===== src/rtl/wash_pkg.sv =====
// -----------------------------------------------------------------------------
// wash_pkg
// Shared definitions for the wash programme sequencer and the cycle countdown
// timer: phase encoding, default phase durations, the duration bus width and
// the phase-order helper.
// Optional feature macro used by the sequencer: DOUBLE_WASH_EN.
// -----------------------------------------------------------------------------
package wash_pkg;

  localparam int WASH_VALUE_W = 32;
  localparam int WASH_FILL_T  = 1;
  localparam int WASH_WASH_T  = 5;
  localparam int WASH_RINSE_T = 2;
  localparam int WASH_SPIN_T  = 1;

  // Phase codes are visible on the phase output and decoded for valves/motor/pump
  typedef enum logic [2:0] {
    PH_IDLE   = 3'd0,
    PH_FILL   = 3'd1,
    PH_WASH   = 3'd2,
    PH_RINSE  = 3'd3,
    PH_SPIN   = 3'd4,
    PH_WASH2  = 3'd5,
    PH_RINSE2 = 3'd6
  } phase_t;

  // Phase that follows cur once its timer completes; dbl selects the extra
  // wash/rinse pair after the first rinse.
  function automatic phase_t next_phase(input phase_t cur, input logic dbl);
    case (cur)
      PH_FILL:   next_phase = PH_WASH;
      PH_WASH:   next_phase = PH_RINSE;
      PH_RINSE:  next_phase = dbl ? PH_WASH2 : PH_SPIN;
      PH_WASH2:  next_phase = PH_RINSE2;
      PH_RINSE2: next_phase = PH_SPIN;
      PH_SPIN:   next_phase = PH_IDLE;
      default:   next_phase = PH_IDLE;
    endcase
  endfunction

endpackage


===== src/rtl/wash_cycle_sequencer_if.sv =====
// -----------------------------------------------------------------------------
// wash_cycle_sequencer_if
// Handshake between the programme sequencer (master) and the cycle countdown
// timer (slave).
//   timer_value  : duration of the phase being loaded (master -> slave)
//   timer_load   : one-cycle restart strobe          (master -> slave)
//   timer_enable : countdown enable                  (master -> slave)
//   timer_done   : phase-complete flag               (slave -> master)
// -----------------------------------------------------------------------------
interface wash_cycle_sequencer_if #(
  parameter int VALUE_W = wash_pkg::WASH_VALUE_W
);

  logic [VALUE_W-1:0] timer_value;
  logic               timer_load;
  logic               timer_enable;
  logic               timer_done;

  modport master (
    output timer_value,
    output timer_load,
    output timer_enable,
    input  timer_done
  );

  modport slave (
    input  timer_value,
    input  timer_load,
    input  timer_enable,
    output timer_done
  );

endinterface


===== src/rtl/wash_cycle_sequencer_phase_timer.sv =====
// -----------------------------------------------------------------------------
// phase_timer_if
// Per-phase timer control: issues the cycle-0 load strobe, runs a 2-bit
// cycle-in-phase counter saturating at 2, gates the countdown enable with
// pause/door, and qualifies the timer's done flag.
// Ports:
//   clk, rst         : clock, asynchronous active-low reset
//   i_phase_entry    : a new phase starts at this edge
//   i_phase_exit     : programme returns to idle at this edge
//   i_busy           : sequencer is in a non-idle phase
//   i_pause          : user pause level
//   i_door_closed    : door latched level
//   i_timer_done     : raw timer done flag
//   o_load           : registered load strobe
//   o_enable         : registered countdown enable
//   o_done_q         : done flag seen at cycle 2 or later of the phase
// -----------------------------------------------------------------------------
module phase_timer_if (
  input  logic clk,
  input  logic rst,
  input  logic i_phase_entry,
  input  logic i_phase_exit,
  input  logic i_busy,
  input  logic i_pause,
  input  logic i_door_closed,
  input  logic i_timer_done,
  output logic o_load,
  output logic o_enable,
  output logic o_done_q
);

  logic       r_load;
  logic       r_enable;
  logic [1:0] r_cnt;

  // Load strobe, enable gating and saturating cycle-in-phase counter
  always_ff @(posedge clk or negedge rst) begin
    if (!rst) begin
      r_load   <= 1'b0;
      r_enable <= 1'b0;
      r_cnt    <= 2'd0;
    end else if (i_phase_entry) begin
      r_load   <= 1'b1;
      r_enable <= 1'b0;
      r_cnt    <= 2'd0;
    end else if (i_phase_exit || !i_busy) begin
      r_load   <= 1'b0;
      r_enable <= 1'b0;
      r_cnt    <= 2'd0;
    end else begin
      r_load   <= 1'b0;
      r_enable <= ~i_pause & i_door_closed;
      r_cnt    <= (r_cnt == 2'd2) ? 2'd2 : (r_cnt + 2'd1);
    end
  end

  // The previous phase's done flag stays high through cycles 0 and 1, so
  // only a done seen once the counter has saturated ends the phase.
  assign o_done_q = i_busy & (r_cnt == 2'd2) & i_timer_done;
  assign o_load   = r_load;
  assign o_enable = r_enable;

endmodule


===== src/rtl/wash_cycle_sequencer.sv =====
// -----------------------------------------------------------------------------
// wash_cycle_sequencer
// Programme sequencer: after a coin with the door closed it steps through
// FILL -> WASH -> RINSE -> SPIN, loading each phase duration into the cycle
// countdown timer and advancing on the timer's qualified done flag.
// Optional macro DOUBLE_WASH_EN: the double_wash level captured at start
// inserts WASH2 -> RINSE2 between RINSE and SPIN.
// Ports:
//   clk, rst    : clock, asynchronous active-low reset
//   coin_in     : coin accepted level
//   door_closed : door latched level
//   pause       : user pause level
//   double_wash : second wash/rinse request (DOUBLE_WASH_EN builds only)
//   tmr         : timer handshake (value, load, enable out; done in)
//   phase       : current phase code
//   busy        : high in any non-idle phase
//   cycle_done  : one-cycle pulse when the programme completes
// -----------------------------------------------------------------------------
module wash_cycle_sequencer
  import wash_pkg::*;
#(
  parameter int VALUE_W = WASH_VALUE_W,
  parameter int FILL_T  = WASH_FILL_T,
  parameter int WASH_T  = WASH_WASH_T,
  parameter int RINSE_T = WASH_RINSE_T,
  parameter int SPIN_T  = WASH_SPIN_T
) (
  input  logic                          clk,
  input  logic                          rst,
  input  logic                          coin_in,
  input  logic                          door_closed,
  input  logic                          pause,
  input  logic                          double_wash,
  wash_cycle_sequencer_if.master        tmr,
  output logic [2:0]                    phase,
  output logic                          busy,
  output logic                          cycle_done
);

  phase_t             r_phase;
  logic [VALUE_W-1:0] r_value;
  logic               r_busy;
  logic               r_cycle_done;

  phase_t             w_next;
  logic               w_start;
  logic               w_advance;
  logic               w_entry;
  logic               w_finish;
  logic               w_done_q;
  logic               w_dbl;

  function automatic logic [VALUE_W-1:0] phase_dur(input phase_t ph);
    case (ph)
      PH_FILL:             phase_dur = VALUE_W'(FILL_T);
      PH_WASH, PH_WASH2:   phase_dur = VALUE_W'(WASH_T);
      PH_RINSE, PH_RINSE2: phase_dur = VALUE_W'(RINSE_T);
      PH_SPIN:             phase_dur = VALUE_W'(SPIN_T);
      default:             phase_dur = '0;
    endcase
  endfunction

`ifdef DOUBLE_WASH_EN
  logic r_dbl;

  // Capture the double-wash request once, at programme start
  always_ff @(posedge clk or negedge rst) begin
    if (!rst) begin
      r_dbl <= 1'b0;
    end else if (w_start) begin
      r_dbl <= double_wash;
    end else begin
      r_dbl <= r_dbl;
    end
  end

  assign w_dbl = r_dbl;
`else
  logic w_unused_dbl;
  assign w_unused_dbl = double_wash;
  assign w_dbl        = 1'b0;
`endif

  // Next-phase decision: start from idle, or advance on qualified done
  always_comb begin
    w_start   = 1'b0;
    w_advance = 1'b0;
    w_next    = r_phase;
    if (r_phase == PH_IDLE) begin
      if (coin_in && door_closed) begin
        w_start = 1'b1;
        w_next  = PH_FILL;
      end else begin
        w_start = 1'b0;
        w_next  = PH_IDLE;
      end
    end else begin
      if (w_done_q) begin
        w_advance = 1'b1;
        w_next    = next_phase(r_phase, w_dbl);
      end else begin
        w_advance = 1'b0;
        w_next    = r_phase;
      end
    end
  end

  assign w_entry  = w_start | (w_advance & (w_next != PH_IDLE));
  assign w_finish = w_advance & (w_next == PH_IDLE);

  // Phase FSM with registered phase, duration, busy and completion pulse
  always_ff @(posedge clk or negedge rst) begin
    if (!rst) begin
      r_phase      <= PH_IDLE;
      r_value      <= '0;
      r_busy       <= 1'b0;
      r_cycle_done <= 1'b0;
    end else begin
      r_cycle_done <= w_finish;
      if (w_entry) begin
        r_phase <= w_next;
        r_value <= phase_dur(w_next);
        r_busy  <= 1'b1;
      end else if (w_finish) begin
        r_phase <= PH_IDLE;
        r_value <= '0;
        r_busy  <= 1'b0;
      end else begin
        r_phase <= r_phase;
        r_value <= r_value;
        r_busy  <= r_busy;
      end
    end
  end

  phase_timer_if u_phase_timer (
    .clk           (clk),
    .rst           (rst),
    .i_phase_entry (w_entry),
    .i_phase_exit  (w_finish),
    .i_busy        (r_busy),
    .i_pause       (pause),
    .i_door_closed (door_closed),
    .i_timer_done  (tmr.timer_done),
    .o_load        (tmr.timer_load),
    .o_enable      (tmr.timer_enable),
    .o_done_q      (w_done_q)
  );

  assign tmr.timer_value = r_value;
  assign phase           = r_phase;
  assign busy            = r_busy;
  assign cycle_done      = r_cycle_done;

endmodule


===== src/flat_wrapper.sv =====
// flat-port wrapper written by rule: the top's interface ports become plain ports
module wash_cycle_sequencer_flat import wash_pkg::*;
#(
  parameter int VALUE_W = WASH_VALUE_W,
  parameter int FILL_T  = WASH_FILL_T,
  parameter int WASH_T  = WASH_WASH_T,
  parameter int RINSE_T = WASH_RINSE_T,
  parameter int SPIN_T  = WASH_SPIN_T
)
  (clk, rst, coin_in, door_closed, pause, double_wash, phase, busy, cycle_done, tmr_timer_value, tmr_timer_load, tmr_timer_enable, tmr_timer_done);
  wash_cycle_sequencer_if #(.VALUE_W(VALUE_W)) tmr_i ();
  input  logic clk;
  input  logic rst;
  input  logic coin_in;
  input  logic door_closed;
  input  logic pause;
  input  logic double_wash;
  output logic [2:0] phase;
  output logic busy;
  output logic cycle_done;
  output wire logic [$bits(tmr_i.timer_value)-1:0] tmr_timer_value;
  output wire logic [$bits(tmr_i.timer_load)-1:0] tmr_timer_load;
  output wire logic [$bits(tmr_i.timer_enable)-1:0] tmr_timer_enable;
  input wire logic [$bits(tmr_i.timer_done)-1:0] tmr_timer_done;
  assign tmr_timer_value = tmr_i.timer_value;
  assign tmr_timer_load = tmr_i.timer_load;
  assign tmr_timer_enable = tmr_i.timer_enable;
  assign tmr_i.timer_done = tmr_timer_done;
  wash_cycle_sequencer #(.VALUE_W(VALUE_W), .FILL_T(FILL_T), .WASH_T(WASH_T), .RINSE_T(RINSE_T), .SPIN_T(SPIN_T)) u_core (.clk(clk), .rst(rst), .coin_in(coin_in), .door_closed(door_closed), .pause(pause), .double_wash(double_wash), .tmr(tmr_i), .phase(phase), .busy(busy), .cycle_done(cycle_done));
endmodule

===== config.mk =====
export PLATFORM = sky130hd
export DESIGN_NAME = wash_cycle_sequencer_flat
export DESIGN_NICKNAME = d
export VERILOG_FILES = /design/src/rtl/wash_pkg.sv /design/src/rtl/wash_cycle_sequencer_if.sv /design/src/rtl/wash_cycle_sequencer_phase_timer.sv /design/src/rtl/wash_cycle_sequencer.sv /design/src/flat_wrapper.sv
export SDC_FILE = /design/constraint.sdc
export NUM_CORES = 1
export LEC_CHECK = 0
export ABC_AREA = 0
export BUFFER_PORTS_ARGS = -buffer_cell sky130_fd_sc_hd__buf_2
export CAP_MARGIN = 10
export CORE_ASPECT_RATIO = 0.7
export CORE_UTILIZATION = 44
export CTS_CLUSTER_SIZE = 20
export DETAILED_ROUTE_END_ITERATION = 12
export GPL_ROUTABILITY_DRIVEN = 0
export MAX_ROUTING_LAYER = met4
export PLACE_DENSITY = 0.79
export REMOVE_ABC_BUFFERS = 1
export SLEW_MARGIN = 0
export SYNTH_ARGS = -nofsm -noshare
export SYNTH_HDL_FRONTEND = slang
export SYNTH_SLANG_ARGS = --single-unit

===== constraint.sdc =====
create_clock -name clk -period 1.5 [get_ports clk]
set_input_delay 0.15 -clock clk [delete_from_list [all_inputs] [get_ports clk]]
set_output_delay 0.15 -clock clk [all_outputs]
set_load 0.01 [all_outputs]

Word level (Yosys, flattened, before mapping) --
Cells that the tools add are included.
Word-level totals: input bits 7, register bits after elaboration 41, output and inout port bits 39, logic and storage cells 59
Cells by class: add/sub/neg operators 1, multiplexer cells 21, eq/ne operators 12, bitwise gates (word level) 7, reductions and logical operators 11
Operator list (number):
- $mux 32 | 2
- $eq 3x3->1 const B | 5
- $eq 3x2->1 const B | 4
- $mux 3 | 4
- $pmux 3 s4 | 1
- $mux 1 | 10
- $pmux 3 s3 | 1
- $reduce_or 2->1 | 4
- $eq 3x1->1 const B | 2
- $logic_not 3->1 | 2
- $mux 2 | 3
- $and 1x1->1 | 5
- $reduce_bool 3->1 | 1
- $add 2x1->2 const B | 1
- $eq 2x2->1 const B | 1
- $reduce_bool 2->1 | 1
- $logic_and 1x1->1 | 1
- $logic_not 1->1 | 1
- $logic_or 1x1->1 | 1
- $not 1->1 | 1
- $or 1x1->1 | 1

Longest topological paths before layout --
Gate-level depths: netlist of run 1.
word-level depth 10, gate-level depth with buffers 5

Cells and area by module --
A second synthesis of run 1 with hierarchy kept.
Second synthesis, totals: cells, all modules 94, area total of the unflattened synthesis 854.6 µm²
Modules (own cells, without submodules):
- wash_cycle_sequencer | area an instance 679.4 µm², sequential area each 200.2 µm², cells each 81, times used 1
- phase_timer_if | area an instance 175.2 µm², sequential area each 100.1 µm², cells each 13, times used 1

Least setup slack after synthesis of run 1 --
Ideal clock, no wire load.
kind flip-flop to flip-flop, start point reg u_core.u_phase_timer.r_cnt[1], end point reg u_core.r_value[0] (netlist: u_core.tmr.timer_value[0]), cell stages (with the launch flop) 5, required time 1.371 ns, library setup time 0.129 ns, path slack 0.156 ns, arrival 1.215 ns, path buffers 0, path through dfrtp_1 > ha_1 > and3_1 > and3_1 > a2111o_1
Between the ends: cells in the longest elaborated chain, start to end 9, elaborated cells between the ends (all ways) 24
Ends and longest elaborated chain:
- start: declaration | RTL line wash_cycle_sequencer_phase_timer.sv:34 | logic [1:0] r_cnt;
- start signal: assignment | RTL line wash_cycle_sequencer_phase_timer.sv:53 | r_cnt <= (r_cnt == 2'd2) ? 2'd2 : (r_cnt + 2'd1);
- $eq 2x2->1 (*) | RTL line wash_cycle_sequencer_phase_timer.sv:59 | assign o_done_q = i_busy & (r_cnt == 2'd2) & i_timer_done;
- $and 1x1->1 (*) (2 in a row) | RTL line wash_cycle_sequencer_phase_timer.sv:59
- $mux 3 | RTL line wash_cycle_sequencer.sv:98 | if (w_done_q) begin
- $mux 3 | RTL line wash_cycle_sequencer.sv:89 | if (r_phase == PH_IDLE) begin
- $eq 3x1->1 (tied with other cells) | RTL line wash_cycle_sequencer.sv:54 | case (ph)
- $reduce_or 2->1 (no source line) (tied with other cells)
- $pmux 3 s3 / $or 1x1->1 (equally long branches) | RTL line wash_cycle_sequencer.sv:54, wash_cycle_sequencer.sv:108
- $mux 32 / $reduce_bool 2->1 (equally long branches)
- end signal: assignment | RTL line wash_cycle_sequencer.sv:122 | r_value <= phase_dur(w_next);
- end signal: assignment | RTL line wash_cycle_sequencer.sv:130 | r_value <= r_value;
- end: declaration | RTL line wash_cycle_sequencer.sv:41 | logic [VALUE_W-1:0] r_value;
Every way passes the cells marked *; elsewhere a longest branch is shown, timed or not. A chain may end at the register's enable or synchronous reset.

Worst setup path in the final report of run 1 --
start point reg u_core.u_phase_timer.r_cnt[0], end point reg u_core.r_value[0] (netlist: u_core.tmr.timer_value[0])
Same word-level chain as after synthesis.

==> impl_results.md, run 1 <==
- Status: finished, final reports clean
- Final setup vio count: 0
- CP max stage cell: dfrtp_1
- Simple-Gate Fraction of Synth Area: 0.190
- Post-Synthesis Cells: 90
- Highest Clock Rate: 704 MHz
- Post-CTS setup repair buffer count: 0
- Clock transition at path regs: 0.08 ns
- Largest family of logic cells by synthesized area: buffers and inverters
- Peak VDD IR: 674 µV
- Root buffer cell: clkbuf_4
- Filler Cell Count: 149
- Number of max-cap violations: 0
- XOR/XNOR Fraction of Synth Area: 0.0189
- Aggregate negative setup slack: 0 ns
- PortBufs: 15
- Final period utilization: 0.947
- Max-slew violation count: 0
- Multiplexer share of the synthesized area: 0.0116
- 1st-iter DRT viols: 10
- Die Wd: 54.9 µm
- Share of cells above drive strength 1: 0.275
- Commonest cells in the netlist: buf_4 (31), dfrtp_1 (12), o21ai_0 (6)
- Row cnt: 12
- CTS tree: built
- Core area: 1710 µm²
- Htree depth: 1
- Worst EP arrival: 1.58 ns
- Sw frac: 0.397
- DRC: 0
- Pwr Total: 1.30 mW
- Sequential power share: 0.424
- WL/cell: 12.0 µm
- DP HPWL: 1170 µm
- Synth async-reset ratio: 1.00
- GRT Total Usage: 0.175
- Most area-consuming cells after synthesis: dfrtp_1 (35%), buf_4 (27%), o21ai_0 (3.5%)
- Number of global-route vias before repair: 515
- Clock tree buffer depth: 2
- Combinational power share: 0.376
- Buf+Inv Stages, Crit Path: 1
- DR pass1 iterations: 4
- # IOs: 46
- Die Ht: 39.0 µm
- CP required: 1.66 ns
- WS Path Type: reg2reg
- Routed Wire Length: 1560 µm
- Die area: 2140 µm²
- Routed vias/inst: 4.81
- Primary FF master, synth: dfrtp_1
- Leakage: 0.473 nW
- First-pass GRT wire length: 2420 µm
- Area leader, netlist: dfrtp_1
- Netlist Area Pre-Place: 861 µm²
- Delay-heaviest family, CP: flip-flops
- CTS Sinks: 12
- Worst skew pair latency: 0.28 ns
- Fin. Hold Viols: 0
- Initial core utilization: 0.503
- Power Density: 1440 nW/µm²
- Share of the synthesized area in the top cell type: 0.349
- Total CTS buffers: 3
- Count leader, synth: buf_4
- Largest net degree at the start of global routing: 14
- Yosys cell types: 30
- CP endpoint kind: flip-flop
- Worst-path fanout max: 4
- Complex-gate fraction of the synthesized area: 0.100
- Clock share of power: 0.201
- Initial antenna violation count: 0
- Total global routing overflow: 0
- Yosys reg bits: 12
- RSZ-0062 raised after global routing: no
- Net count, final: 119
- Post-Synth Adder-Cell Area: 0.0291
- Cell Chain, Critical Path: inv_1 -> ha_1 -> and3_4 -> and3_1 -> a2111o_1
- Switching pwr: 517 µW
- Synthesized area per cell: 9.56 µm²
- Vias: 625
- P_int: 785 µW
- Number of inserted diodes: 0
- Clk_skew: 0.00527 ns
- Sequential area share after synthesis: 0.349
- Remaining antenna violation count: 0
- Crit start category: flip-flop
- Slowest stage delay, CP: 0.34 ns
- Hold WC Path Type: in2reg
- Period minus WS final: 1.42 ns
- Area growth, synth to finish: 4.80%
- Post-synth EDFFs: 0
- Synth Warn #: 0
registers in the layout, summed over array words and instances (netlist names):
signal	count
u_core.busy	1
u_core.cycle_done	1
u_core.phase	3
u_core.tmr.timer_value	3
u_core.u_phase_timer.o_enable	1
u_core.u_phase_timer.o_load	1
u_core.u_phase_timer.r_cnt	2
what timing repair did:
item,in CTS,in global routing
hold buffers,1,0
endpoints found under the setup margin,0,7
gates resized for setup,0,2
hold endpoints to repair,12,0
worst paths after layout:
path                                                    start  cells past startpoint                             to  slack [ns]
worst max-delay path            u_core.u_phase_timer.r_cnt[0]                      5      u_core.tmr.timer_value[0]        0.08
worst max register to register  u_core.u_phase_timer.r_cnt[0]                      5      u_core.tmr.timer_value[0]        0.08
max in group asynchronous                                 rst                      2                u_core.phase[0]        1.00
min in group asynchronous                                 rst                      2              u_core.cycle_done        0.28
worst min-delay path                                    pause                      3  u_core.u_phase_timer.o_enable        0.12
worst min register to register      u_core.tmr.timer_value[0]                      1      u_core.tmr.timer_value[0]        0.55
per-layer routing:
metal / vias to the layer above / routed length, µm / track usage
met3: 2 / 151 / 0.0863
met2: 39 / 738 / 0.259
li1: 281 / - / -
met4: 0 / 14 / 0.0577
met1: 303 / 652 / 0.206
met5: - / 0 / -
cell type report:
cell class,count,area [µm²],area share
multi-input combinational,71,420,0.466
sequential,12,300,0.333
timing repair buffer,19,108,0.119
clock buffer,4,36.3,0.0402
tap,21,26.3,0.0291
inverter,3,11.3,0.0125
layout by cell type, fill, tap and decap left out, types with 2 or more instances in the layout:
cell	netlist	layout
dfrtp_1	12	12
ha_1	2	2
clkbuf_4	0	3
inv_1	3	3
a21oi_1	3	3
nor2b_1	2	2
and3_1	3	2
nor4b_1	2	2
buf_2	0	15
nand2b_1	2	2
o21ai_0	6	6
buf_4	31	3
conb_1	1	29
nor2_1	4	4
worst reg2reg max path, cell delays in order (launching register included):
cell and delay [ns]:
dfrtp_1 0.34, inv_1 0.05, ha_1 0.24, and3_4 0.18, and3_1 0.16, a2111o_1 0.34
kinds of logic after synthesis:
kind of cell / Yosys count
flops: 12
simple gates: 24
mux: 1
other cells: 1
buf+inv: 35
fa+ha+maj: 2
xor+xnor: 1
compound gates: 14
stage by stage:
step	setup slack [ns]	hold WS (ns)	area [µm²]	std cells	utilization
2_1_floorplan	0.127	-0.146	722	86	-
3_3_place_gp	0.105	0.0395	846	125	0.494
3_5_place_dp	0.0750	0.0429	846	125	0.494
4_1_cts	0.0550	0.107	892	130	0.521
5_1_grt	0.00455	0.103	902	130	0.527
6_report	0.0802	0.116	902	130	0.527
power by group through the flow:
| stage | clock network, mW | logic, mW | registers (mW) |
|---|---|---|---|
| 6_report | 0.261 | 0.489 | 0.552 |
| 5_1_grt | 0.288 | 0.557 | 0.571 |
| 4_1_cts | 0.267 | 0.488 | 0.546 |
| 3_5_place_dp | 0 | 0.482 | 0.553 |
| 3_3_place_gp | 0 | 0.458 | 0.542 |
| 2_1_floorplan | 0 | 0.273 | 0.573 |
Power figures use the tool's default switching activity.
==> inputs of run 2 (changes only) <==
--- a/config.mk
+++ b/config.mk
@@ -6,15 +6,14 @@
 export NUM_CORES = 1
 export LEC_CHECK = 0
 export ABC_AREA = 0
-export BUFFER_PORTS_ARGS = -buffer_cell sky130_fd_sc_hd__buf_2
 export CAP_MARGIN = 10
-export CORE_ASPECT_RATIO = 0.7
-export CORE_UTILIZATION = 44
+export CORE_UTILIZATION = 49
 export CTS_CLUSTER_SIZE = 20
 export DETAILED_ROUTE_END_ITERATION = 12
+export DONT_BUFFER_PORTS = 1
 export GPL_ROUTABILITY_DRIVEN = 0
 export MAX_ROUTING_LAYER = met4
-export PLACE_DENSITY = 0.79
+export PLACE_DENSITY = 0.71
 export REMOVE_ABC_BUFFERS = 1
 export SLEW_MARGIN = 0
 export SYNTH_ARGS = -nofsm -noshare
==> run 2 against run 1 <==
- the run now ends with design-rule violations left
- critical path type unchanged
- maximum frequency fell by 0.28%
- largest cell class unchanged
- worst setup slack got worse by 0.0040 ns
- clock power barely moved
- die area fell by 9.9%
- non-clock buffer count fell by 13
- register-to-register slack barely moved
- global-route usage fell by 0.59 points
- clock skew barely moved
- sequential power fell by 3%
- critical path depth fell by 1
- sequential share of layout area rose by 2.9 points
==> impl_results.md, run 2 (synthesized netlist as in run 1, its figures left out) <==
- Status: complete, but fails checks
- Failing checks: design-rule violations
- CP required: 1.66 ns
- Worst-Margin Slew: 0.569 ns
- Clk_skew: 0.00526 ns
- Total CTS buffers: 3
- Number of global-route vias before repair: 481
- Root buffer cell: clkbuf_4
- DR pass1 iterations: 9
- Dpl cell area: 779 µm²
- Routed Wire Length: 1420 µm
- Crit start category: flip-flop
- # IOs: 46
- Total global routing overflow: 0
- Post-CTS setup repair buffer count: 0
- First-pass GRT wire length: 2230 µm
- PortBufs: 0
- Cell area after layout: 830 µm²
- Slowest stage delay, CP: 0.39 ns
- CP endpoint kind: flip-flop
- WS Path Type: reg2reg
- Critical path startpoint: u_core.u_phase_timer.r_cnt[1]
- Worst Hold Launch: door_closed
- Worst skew pair latency: 0.28 ns
- Worst EP arrival: 1.59 ns
- Largest net degree at the start of global routing: 13
- Clock tree buffer depth: 2
- Buf+Inv Stages, Crit Path: 0
- CP max stage cell: dfrtp_1
- DRC: 2
- Die area: 1930 µm²
- Hold WS: 0.0270 ns
- Max-slew violation count: 0
- RSZ-0062 raised after global routing: no
- Row cnt: 14
- Finished Layout Cells: 112
- Initial core utilization: 0.546
- Peak VDD IR: 901 µV
- Pre-CTS WS: 0.0618 ns
- Number of max-cap violations: 0
- 1st-iter DRT viols: 19
- CTS tree: built
- Worst slew margin: 0.620
- Htree depth: 1
- Final setup vio count: 0
- Pwr Total: 1.25 mW
- Filler Cell Count: 131
- DP Cell Count: 107
- Clock transition at path regs: 0.08 ns
- Most common cell after layout, fill and taps aside: conb_1
- Final period utilization: 0.949
- Core area: 1580 µm²
- Area growth, synth to finish: -3.63%
- Fin. Hold Viols: 0
- Leakage: 0.418 nW
- Period minus WS final: 1.42 ns
- Commonest non-fill, non-tap cells in the layout: conb_1 (29), dfrtp_1 (12), o21ai_0 (6), buf_4 (5), nor2_1 (4)
- Aggregate negative setup slack: 0 ns
- Net count, final: 106
- Die Ht: 43.9 µm
- Power Density: 1510 nW/µm²
- Fin util: 0.526
- Delay-heaviest family, CP: flip-flops
- GRT Total Usage: 0.169
- Routed vias/inst: 5.02
- Number of inserted diodes: 0
- Hold WC Path Type: in2reg
- Initial antenna violation count: 0
- WL/cell: 12.7 µm
- Highest Clock Rate: 702 MHz
- Worst-path fanout max: 4
- Crit Reg-Reg Startpoint: u_core.u_phase_timer.r_cnt[1]
- Die Wd: 43.9 µm
- CTS Sinks: 12
- Remaining antenna violation count: 0
- DP HPWL: 1030 µm
- Share of cells above drive strength 1: 0.177
- Vias: 562
- Cell Chain, Critical Path: ha_2 -> and3_2 -> and3_1 -> a2111o_1
- Final setup margin: 0.0762 ns
run 2: repair_timing:
item | in CTS | in global routing
endpoints found under the setup margin | 0 | 1
resized for setup | 0 | 2
hold endpoints to repair | 12 | 0
hold buffers | 1 | 0
run 2: final timing paths:
check	endpoint	slack, ns	cells after the start
worst max-delay path	u_core.tmr.timer_value[0]	0.08	4
worst min-delay path	u_core.u_phase_timer.o_enable	0.03	2
worst max register to register	u_core.tmr.timer_value[0]	0.08	4
worst min register to register	u_core.tmr.timer_value[2]	0.61	2
max in group asynchronous	u_core.tmr.timer_value[1]	0.83	1
min in group asynchronous	u_core.u_phase_timer.r_cnt[0]	0.30	1
run 2: final cells by class:
class                      count  area [µm²]  area share
clock buffer                   4        36.3      0.0437
timing repair buffer           6        47.5      0.0573
inverter                       3        11.3      0.0136
sequential                    12         300       0.362
tap                           16        20.0      0.0241
multi-input combinational     71         414       0.499
run 2: routing by layer:
layer	GRT usage	part of all wire	vias to the layer above	routed length [µm]
met2	0.242	0.45	37	636
met4	0.0364	0.0021	0	3
li1	-	-	260	-
met5	-	0	-	0
met3	0.0833	0.11	2	161
met1	0.217	0.44	263	621
run 2: power by group:
| group | internal (mW) | total, mW | switching [mW] | leakage, nW |
|---|---|---|---|---|
| clock network | 0.148 | 0.260 | 0.112 | 0.0210 |
| logic | 0.198 | 0.454 | 0.256 | 0.246 |
| registers | 0.417 | 0.537 | 0.120 | 0.150 |
| total | 0.763 | 1.25 | 0.487 | 0.418 |
